**src/rtl/rr_arbiter_8.sv**
```systemverilog
// Eight-way round-robin arbiter with a registered one-hot grant, ack-based release
// and a timeout that reclaims a grant the consumer never acknowledges.
module rr_arbiter_8 #(
    parameter int unsigned TIMEOUT = 15
) (
    input  logic       clk,
    input  logic       rst_n,
    input  logic [7:0] req_in,
    input  logic       ack_in,
    output logic [7:0] grant_out,
    output logic       grant_valid,
    output logic       timeout_err,
    output logic       state_dbg
);

    typedef enum logic {
        IDLE  = 1'b0,
        GRANT = 1'b1
    } state_t;

    localparam logic [7:0] CNT_LAST = 8'(TIMEOUT - 1);

    state_t     state_q, state_d;
    logic [7:0] grant_q, grant_d;
    logic       valid_q, valid_d;
    logic       err_q, err_d;
    logic [7:0] cnt_q, cnt_d;
    logic [2:0] ptr_q, ptr_d;
    logic [2:0] gidx_q, gidx_d;

    logic       pick_found;
    logic [2:0] pick_idx;
    logic [2:0] cand;

    // Circular search starting one past the last granted index; k = 8 wraps to ptr itself.
    always_comb begin
        pick_found = 1'b0;
        pick_idx   = ptr_q;
        cand       = 3'd0;
        for (int k = 1; k <= 8; k++) begin
            cand = ptr_q + 3'(k);
            if (!pick_found && req_in[cand]) begin
                pick_found = 1'b1;
                pick_idx   = cand;
            end
        end
    end

    always_comb begin
        state_d = state_q;
        grant_d = grant_q;
        valid_d = valid_q;
        err_d   = 1'b0;
        cnt_d   = cnt_q;
        ptr_d   = ptr_q;
        gidx_d  = gidx_q;
        case (state_q)
            IDLE: begin
                if (pick_found) begin
                    state_d = GRANT;
                    gidx_d  = pick_idx;
                    grant_d = 8'd1 << pick_idx;
                    valid_d = 1'b1;
                    cnt_d   = 8'd0;
                end
            end
            GRANT: begin
                // Ack is checked first so it wins over a simultaneous expiry.
                if (ack_in) begin
                    state_d = IDLE;
                    grant_d = 8'd0;
                    valid_d = 1'b0;
                    cnt_d   = 8'd0;
                    ptr_d   = gidx_q;
                end else if (cnt_q == CNT_LAST) begin
                    state_d = IDLE;
                    grant_d = 8'd0;
                    valid_d = 1'b0;
                    cnt_d   = 8'd0;
                    ptr_d   = gidx_q;
                    err_d   = 1'b1;
                end else begin
                    cnt_d = cnt_q + 8'd1;
                end
            end
            default: begin
                state_d = IDLE;
                grant_d = 8'd0;
                valid_d = 1'b0;
                cnt_d   = 8'd0;
            end
        endcase
    end

    always_ff @(posedge clk) begin
        if (!rst_n) begin
            state_q <= IDLE;
            grant_q <= 8'd0;
            valid_q <= 1'b0;
            err_q   <= 1'b0;
            cnt_q   <= 8'd0;
            ptr_q   <= 3'd7;
            gidx_q  <= 3'd0;
        end else begin
            state_q <= state_d;
            grant_q <= grant_d;
            valid_q <= valid_d;
            err_q   <= err_d;
            cnt_q   <= cnt_d;
            ptr_q   <= ptr_d;
            gidx_q  <= gidx_d;
        end
    end

    assign grant_out   = grant_q;
    assign grant_valid = valid_q;
    assign timeout_err = err_q;
    assign state_dbg   = state_q;

endmodule

```
**config.mk**
```make
export PLATFORM = sky130hd
export DESIGN_NAME = rr_arbiter_8
export DESIGN_NICKNAME = d
export VERILOG_FILES = /design/src/rtl/rr_arbiter_8.sv
export SDC_FILE = /design/constraint.sdc
export NUM_CORES = 1
export LEC_CHECK = 0
export CAP_MARGIN = 10
export CORE_MARGIN = 2
export CORE_UTILIZATION = 61
export DETAILED_ROUTE_END_ITERATION = 6
export PLACE_DENSITY_LB_ADDON = 0.08
export SLEW_MARGIN = 10
export SYNTH_ARGS = -nofsm -noshare
export SYNTH_HDL_FRONTEND = slang
export SYNTH_SLANG_ARGS = --single-unit
```
**constraint.sdc**
```tcl
create_clock -name clk -period 6 [get_ports clk]
set_clock_uncertainty 0.15 [all_clocks]
set_input_delay 0.6 -clock clk [delete_from_list [all_inputs] [get_ports clk]]
set_output_delay 0.6 -clock clk [all_outputs]
set_load 0.02 [all_outputs]
```
---- After elaboration in Yosys (flattened, before gate mapping) ----
Index checks and enable logic that the tools add are counted.
W data, S select, Z words.
storage, ports and cells
  latch bits .............................. 0
  memories ................................ 0
  bits in read-only memories .............. 0
  register bits after elaboration ......... 25
  output and inout bits ................... 11
  bits of input ports ..................... 11
  logic and storage cells ................. 99
  memory bits (writable) .................. 0
cells by class
  reduce and logical (&&, ||, !) cells .... 19
  magnitude comparators ................... 8
  equal/unequal tests ..................... 3
  div/mod/pow operators ................... 0
  add/sub/neg operators ................... 8
  shift operators ......................... 1
  multiply operators ...................... 0
  bitwise logic cells ..................... 2
  mux-type cells .......................... 51
operators by type and width
  kind                   count
  $mux W8                6
  $lt A3 B4 Y1 const B   8
  $pmux W8 S2            2
  $mux W3                10
  $bmux W1 S3            8
  $mux W1                23
  $add A3 B3 Y3 const B  4
  $add A8 B1 Y8 const B  1
  $eq A8 B4 Y1 const B   1
  $shl A1 B3 Y8 const A  1
  $logic_and A1 B1 Y1    7
  $logic_not A1 Y1       7
  $add A3 B2 Y3 const B  2
  $reduce_and A2 Y1      3
  $pmux W1 S2            2
  $add A3 B1 Y3 const B  1
  $ne A3 B2 Y1 const B   1
  $reduce_or A3 Y1       1
  $ne A2 B2 Y1 const B   1
  $not A1 Y1             2
  $reduce_bool A2 Y1     1

---- Depth between registers and ports, before layout ----
  word-level depth ........................ 28
  depth in mapped cells ................... 15
  gate-level depth less buffers ........... 10

---- Least setup slack after synthesis ----
OpenSTA, ideal clock, no wires.
  path type ............................... reg-to-reg
  start ................................... register ptr_q[0]
  end ..................................... register grant_q[0] (netlist: grant_out[0])
  data arrival time ....................... 3.552 ns
  buffers on the path ..................... 5
  required time ........................... 5.733 ns
  stages on the path, launching flop included .. 16
  setup time .............................. 0.117 ns
  setup slack ............................. 2.182 ns
  clock period less this slack ............ 3.818 ns
  path through ............................ dfxtp_1 > buf_2 > buf_1 > buf_2 > inv_1 > ha_1 > buf_4 > mux4_2 > mux2i_2 > and2_1 > and4_4 > buf_6 > a211oi_1 > a211oi_2 > nor3_1 > a22o_1
between the ends
  longest elaborated chain between the ends .. 28
  elaborated cells between the ends (all ways) .. 58
  those cells by class .................... 7 x add/sub; 1 x eq/ne; 1 x shift; 34 x mux; 15 x reduce/logical
RTL lines
  item                           RTL line  text
  start: declaration             28        logic [2:0] ptr_q, ptr_d;
  start signal: assignment       110       ptr_q <= ptr_d;
  $add A3 B1 Y3                  41        cand = ptr_q + 3'(k);
  $bmux W1 S3                    42        if (!pick_found && req_in[cand]) begin
  $mux W1 (not written as such)  42
  $mux W1                        42
  $logic_not A1 Y1               42
  $logic_and A1 B1 Y1            42
  $mux W1                        42
  $logic_not A1 Y1               42
  [12 not listed]                -
  $logic_and A1 B1 Y1            42
  $mux W1                        42
  $logic_not A1 Y1               42
  $logic_and A1 B1 Y1            42
  $mux W3                        42
  $shl A1 B3 Y8                  62        grant_d = 8'd1 << pick_idx;
  $mux W8                        59        if (pick_found) begin
  $pmux W8 S2                    57        case (state_q)
  end signal: assignment         106       grant_q <= grant_d;
  end: declaration               24        logic [7:0] grant_q, grant_d;
Parallel ways exist; a longest one is shown, timed or not. The select of a mux whose other input is x is not followed.
A chain may end at the register's enable or synchronous reset.

---- Worst setup path after layout ----
  start ................................... register ptr_q[1]
  end ..................................... register grant_q[0] (netlist: grant_out[0])
The elaborated chain is that of the path after synthesis.

==> metrics.yaml <==
power:
  p_leak_nw: 0.8875
  total_power_w: 0.0005078
  p_per_area_nw_per_um2: 225.1
  irDropWorstVdd_mv: 0.1971
die:
  pin_count: 22
  core_area_um2: 3103
  die_x_um: 61.56
  start_util_pct: 65.12
  die_area_um2: 3789
  rows: 20
  die_y_um: 61.56
worst_setup_path:
  required_ns: 6.08
  crit_type: "reg -> reg"
  cpLargestDelayFamily: "compound AO/OA/AOI/OAI gates"
  crit_chain: "clkinv_1, ha_1, mux4_2, mux2i_2, and2_1, and4_4, a211oi_1, a211oi_2, nor3_1, a22o_1"
  cp_num_buf_inv: 1
  cp.arrival_ns: 4.33
  start_kind: "flop"
  critical-path-slowest-cell: "dfxtp_1"
  critPathMaxStageDelay_ns: 0.72
  cp-end-kind: "flop"
  path_max_fanout: 13
global_route:
  grt.total_usage_pct: 28.19
  antenna_found_initial: 0
  grt_pass1_vias: 1774
  grt_pass1_wl_um: 8114
  grt_overflow_total: 0
  grt_max_degree: 26
place:
  dp.cells: 285
  io_buffers: 21
  place_area_um2: 2226
  dp_hpwl_um: 3695
  place_congestion: 0.9561
sta:
  rsz0062_at_grt: "no"
  setup_violations: 0
  fmax_mhz: 235.8
  relSlewSlack_pct: 55.57
  worst_pin_slew_ns: 0.6656
  finalCriticalPeriod_ns: 4.241
  fin_setup_tns_ns: 0
  slew_violations: 0
  fin_crit_sh_pct: 70.68
  hold_ws_ns: 0.3368
  hold_viol: 0
drt:
  vias: 1833
  wl_um: 4825
  drtIter0Drc: 226
  drtAntennaViolNets: 0
  route.detailed.drc: 0
  via_per_inst: 6.343
  drt-wirelength-per-cell_um: 16.70
  drtPass1Iterations: 4
logic_synthesis:
  synth_edf_count: 0
  ys_ff_latch: 25
  synth.net_count: 244
  syn_area_per_cell_um2: 8.824
  ys_seq_area_share_pct: 24.77
  synthFlopType: "dfxtp_1"
  ys_async_sr_fraction_pct: 0
  synth.distinct_cells: 61
  synth_area_leaders: "dfxtp_1 (25%), mux4_2 (10%), mux2_2 (6.1%)"
  yosys-top-cells-count: "nor2_1 (28), dfxtp_1 (25), nand2_1 (22), o21ai_0 (13), mux2_2 (11)"
  synth_area_um2: 2021
  yosys_warnings: 0
  yosysTopAreaCell: "dfxtp_1"
  synth_cells: 229
  yosysMostFrequentCell: "nor2_1"
  synth.top_cell.area_share_pct: 24.77
clock_tree:
  clk_pin_slew_worst_paths_ns: 0.14
  cts.sinks: 25
  cts_resized: 0
  cts_tree: "built"
  cts_hold_buf: 0
  cts_root_buf: "clkbuf_4"
  numCtsBuffers: 3
  htreeDepth: 1
  clk_latency_ns: 0.32
  post-cts-setup-buffers: 0
  cts_max_path_buffers: 2
layout:
  area_growth_pct: 11.64
  drive_gt1_share_pct: 14.69
  stdcell_count: 289
  nets: 261
  fin_area_um2: 2256
  antenna_cells: 0
run_status:
  status: "complete, no violations"
run:
  maxCapViolCount: 0
min_path:
  min_path_type: "reg -> reg"
-- placed cells by master (no fill, tap or decap), types with 2 or more instances in the layout --
cell / Yosys / final
a32o_1: 4 / 4
nand3_1: 3 / 3
a21oi_1: 9 / 9
nor3b_1: 5 / 5
mux2i_1: 8 / 8
mux4_2: 9 / 9
dfxtp_1: 25 / 25
nor2b_1: 2 / 2
nand2b_1: 3 / 3
o2bb2ai_1: 2 / 2
xnor2_1: 2 / 2
and2_1: 3 / 3
nor2_1: 28 / 28
o22ai_1: 3 / 3
a221oi_1: 3 / 3
nor3_1: 5 / 5
inv_1: 9 / 9
a31oi_1: 3 / 3
a22o_1: 4 / 4
xor2_1: 2 / 2
and3_1: 5 / 5
nand2_1: 22 / 22
a221o_1: 2 / 2
ha_1: 4 / 4
o21ai_0: 13 / 13
clkdlybuf4s50_1: 0 / 21
clkbuf_4: 0 / 3
mux2_2: 11 / 11
-- area by class of cell --
class	instances	area [µm²]
fillers	268	847.1
clock inverters	1	7.507
multi-input cells	184	1415
inverters	10	37.54
flip-flops and latches	25	500.5
well taps	44	55.05
repair buffers	22	217.7
clock buffers	3	22.52
-- kinds of logic (layout without fill, tap and decap cells) --
| family | Yosys count | count (layout) | synth area share, % |
|---|---|---|---|
| adders and majority gates | 4 | 4 | 2.477 |
| muxes | 31 | 31 | 22.85 |
| buffers and inverters | 20 | 36 | 5.201 |
| AOI/OAI and AO/OA | 58 | 58 | 20.74 |
| and+or+nand+nor | 86 | 86 | 21.42 |
| DFF | 25 | 25 | 24.77 |
| xor gates and xnor gates | 5 | 5 | 2.539 |
-- worst reg2reg max path, delay by kind of cell (launching register included) --
family / cells / cell delay, ns
compound gates: 3 / 0.80
fa+ha+maj: 1 / 0.69
buf+inv: 1 / 0.41
flops: 1 / 0.72
mux: 2 / 0.74
simple gates: 3 / 0.64
-- flip-flops by register name (all words and copies together) (netlist names) --
| signal | flops |
|---|---|
| cnt_q | 8 |
| gidx_q | 3 |
| ptr_q | 3 |
| state_dbg | 1 |
| timeout_err | 1 |
| grant_out | 8 |
| grant_valid | 1 |
-- metrics by stage --
step | worst slack, ns | util, %
after CTS | 1.814 | 72.70
after detailed placement | 1.832 | 71.73
after global placement | 2.015 | 71.73
final | 1.759 | 72.70
after floorplan | 2.182 | -
after global routing | 1.475 | 72.70
-- where the power goes --
part / internal, W / total, W / switching, W / leakage [nW]
sequential: 0.000179 / 0.000193 / 0.0000131 / 0.204
clock: 0.0000255 / 0.0000763 / 0.0000508 / 0.0139
combinational: 0.000108 / 0.000239 / 0.000131 / 0.670
total: 0.000313 / 0.000508 / 0.000195 / 0.888
-- layer usage --
metal / part of all wire, % / wire [µm] / vias up / track usage [%]
met3: 3.6 / 176 / 12 / 2.311
li1: - / - / 894 / -
met1: 44 / 2112 / 869 / 36.28
met2: 51 / 2451 / 58 / 49.17
met5: 0 / 0 / - / 0
met4: 1.7 / 83 / 0 / 10.33
-- worst paths after layout --
check | from | endpoint | slack [ns] | cells past startpoint
worst min-delay path | gidx_q[1]$_SDFFE_PN0P_ | gidx_q[1]$_SDFFE_PN0P_ | 0.34 | 2
worst max-delay path | ptr_q[1]$_SDFFE_PN1P_ | grant_out[0]$_SDFFE_PN0P_ | 1.76 | 10
worst max register to register | ptr_q[1]$_SDFFE_PN1P_ | grant_out[0]$_SDFFE_PN0P_ | 1.76 | 10
worst min register to register | gidx_q[1]$_SDFFE_PN0P_ | gidx_q[1]$_SDFFE_PN0P_ | 0.34 | 2
Note: power is estimated with default switching activity, not from simulation.
==> patch, RTL diff (same settings) <==
Reset style: asynchronous (`rst_n`), changed in one clocked block.
--- a/src/rtl/rr_arbiter_8.sv
+++ b/src/rtl/rr_arbiter_8.sv
@@ -92,7 +92,7 @@
         endcase
     end
 
-    always_ff @(posedge clk) begin
+    always_ff @(posedge clk or negedge rst_n) begin
         if (!rst_n) begin
             state_q <= IDLE;
             grant_q <= 8'd0;
Behaviour: differs if rst_n is asserted again (counterexample within 4 cycles, from zero or initial values and one cycle with rst_n low); with rst_n held inactive, the same outputs for 10 cycles.
==> patch against the unedited design <==
Routed wire length decreased by 9.2%. Worst setup slack got worse by 0.069 ns. Cell count decreased by 14%. Non-clock buffer count decreased by 1. Sequential cell count unchanged. Via count decreased by 11%. Count of clock-buffer cells in the layout increased by 1. Area after synthesis decreased by 1.1%. Final area decreased by 2.1%. First-iteration DRC count decreased by 24%. Highest routed layer unchanged.
Power is not compared: it rests on default switching activity, and its combinational part moved more than twofold at a synthesized area within 25%.
==> patch: results (changes against the unedited design) <==
metric,value,unit,change
register area share after synthesis,0.3148,,+0.06709
met2 GRT Util,0.4301,,-0.06164
final wirelength,4379,um,-9.2%
worst hold path type,primary input to asynchronous set/reset pin,,
Arrival @ worst endpoint,4.42,ns,+0.09 ns
worst reg2reg startpoint,ptr_q[0],,
GRT met3 Usage,0.03992,,+0.01681
status,finished clean,,
nets,221,,-15%
met1 GRT Util,0.3777,,+0.01494
Yosys warning count,0,,unchanged
worst slew pin tran,0.5700,ns,-0.09565 ns
Synth Instances,189,,-17%
Post-Synth Adder-Cell Area,0.02503,,+0.0002635
"delay-heaviest family, CP",simple AND/OR/NAND/NOR gates,,
Synth cell types,58,,-4.9%
area fraction in compound gates after synthesis,0.1771,,-0.03033
worst reg2reg path depth,8,,-2
Worst path slowest cell,dfstp_2,,
ys flop type,dfrtp_1,,
vias in the first global route,1522,,-14%
Crit path largest cell delay,0.75,ns,+0.03 ns
Post-Synth XOR/XNOR Area,0.03066,,+0.005276
post-synthesis net count,204,,-16%
Post-synth ARST share,1.000,,+1.000
via count,1629,,-11%
Reg2Reg Setup Slack,1.69,ns,-0.07 ns
post-synthesis mux area share,0.2416,,+0.01307
most frequent cells after synthesis,"dfrtp_1 (22), nand2_1 (17), nor2_1 (13)",,
post-detail-place hpwl,3323,um,-10%
crit path max fanout,13,,unchanged
fillers,241,,-10%
gr usage total,0.2600,,-0.02196
Vias/cell,6.542,,+3.1%
Placer Congestion,0.9527,,-0.36%
FF-to-FF End,grant_out[3],,
DP Cell Count,245,,-14%
share of layout cells above drive strength 1,0.1902,,+0.04331
first-pass GRT wire length,7189,um,-11%
top post-synthesis cells by area,"dfrtp_1 (28%), mux4_2 (9.0%), mux4_1 (5.3%), dfstp_2 (3.9%), mux2_2 (3.9%)",,
drt first-iter violations,172,,-24%
top cell type's share of synthesized area,0.2753,,+0.02767
-- patch: cell types whose count changed after synthesis, sizes merged, moves of 4 or more --
cell,delta
a21oi,-7
a22o,-4
a32o,+4
dfrtp,+22
dfxtp,-25
nand2,-5
nand3,+5
nor2,-15
nor3b,-6
-- patch: logic make-up after synthesis --
kind of cell | after synthesis
buffers and inverters | 17
flip-flops | 25
multiplexers | 30
AND/OR/NAND/NOR | 59
XOR/XNOR | 7
AO/OA/AOI/OAI | 47
adder cells (fa/ha/maj) | 4
-- patch: power by group through the flow --
stage / clock, uW / combinational [uW] / sequential (uW)
CTS: 74.3 / 749 / 279
detailed placement: 0 / 747 / 282
global placement: 0 / 724 / 277
global route: 81.3 / 821 / 287
finish: 71.9 / 760 / 279
floorplan: 0 / 628 / 252
-- patch: routing by layer --
layer	up-vias	share of wire
met5	-	0
met4	0	0.0057
met3	4	0.057
met2	62	0.50
met1	804	0.44
li1	759	-
-- patch: how the worst max path moves through the flow --
| stage | startpoint | end | slack [ns] | depth (start not counted) |
|---|---|---|---|---|
| 2_1_floorplan | ptr_q[1] | grant_out[5] | 2.10 | 13 |
| 3_3_place_gp | ptr_q[0] | grant_out[6] | 1.86 | 9 |
| 3_5_place_dp | ptr_q[0] | grant_out[3] | 1.74 | 8 |
| 4_1_cts | ptr_q[0] | grant_out[3] | 1.71 | 8 |
| 5_1_grt | ptr_q[0] | grant_out[3] | 1.47 | 8 |
| 6_report | ptr_q[0] | grant_out[3] | 1.69 | 8 |
-- patch: area by class of cell --
class / count / area, um^2 / area share
clock buffer: 4 / 26.28 / 0.01189
inverter: 8 / 30.03 / 0.01359
multi-input combinational: 147 / 1264 / 0.5719
sequential: 25 / 629.4 / 0.2848
tap: 44 / 55.05 / 0.02492
timing repair buffer: 21 / 205.2 / 0.09287
-- patch: worst register-to-register path: stages (launching register included) --
cell      delay [ns]
dfstp_2         0.75
clkinv_1        0.29
ha_1            0.56
mux2_1          0.37
mux4_2          0.53
or3_1           0.56
nor4_4          0.54
or2b_1          0.33
a32o_1          0.18
-- patch: metrics by stage --
| stage | util | hold WS [ns] | setup slack (ns) | cell area [um^2] |
|---|---|---|---|---|
| final | 0.7179 | 0.09677 | 1.690 | 2210 |
| after global routing | 0.7179 | 0.1215 | 1.467 | 2210 |
| after CTS | 0.7195 | 0.3676 | 1.709 | 2215 |
| after detailed placement | 0.7110 | 0.3330 | 1.736 | 2188 |
| after global placement | 0.7110 | 0.3261 | 1.858 | 2188 |
| after floorplan | - | 0.1544 | 2.098 | 1999 |
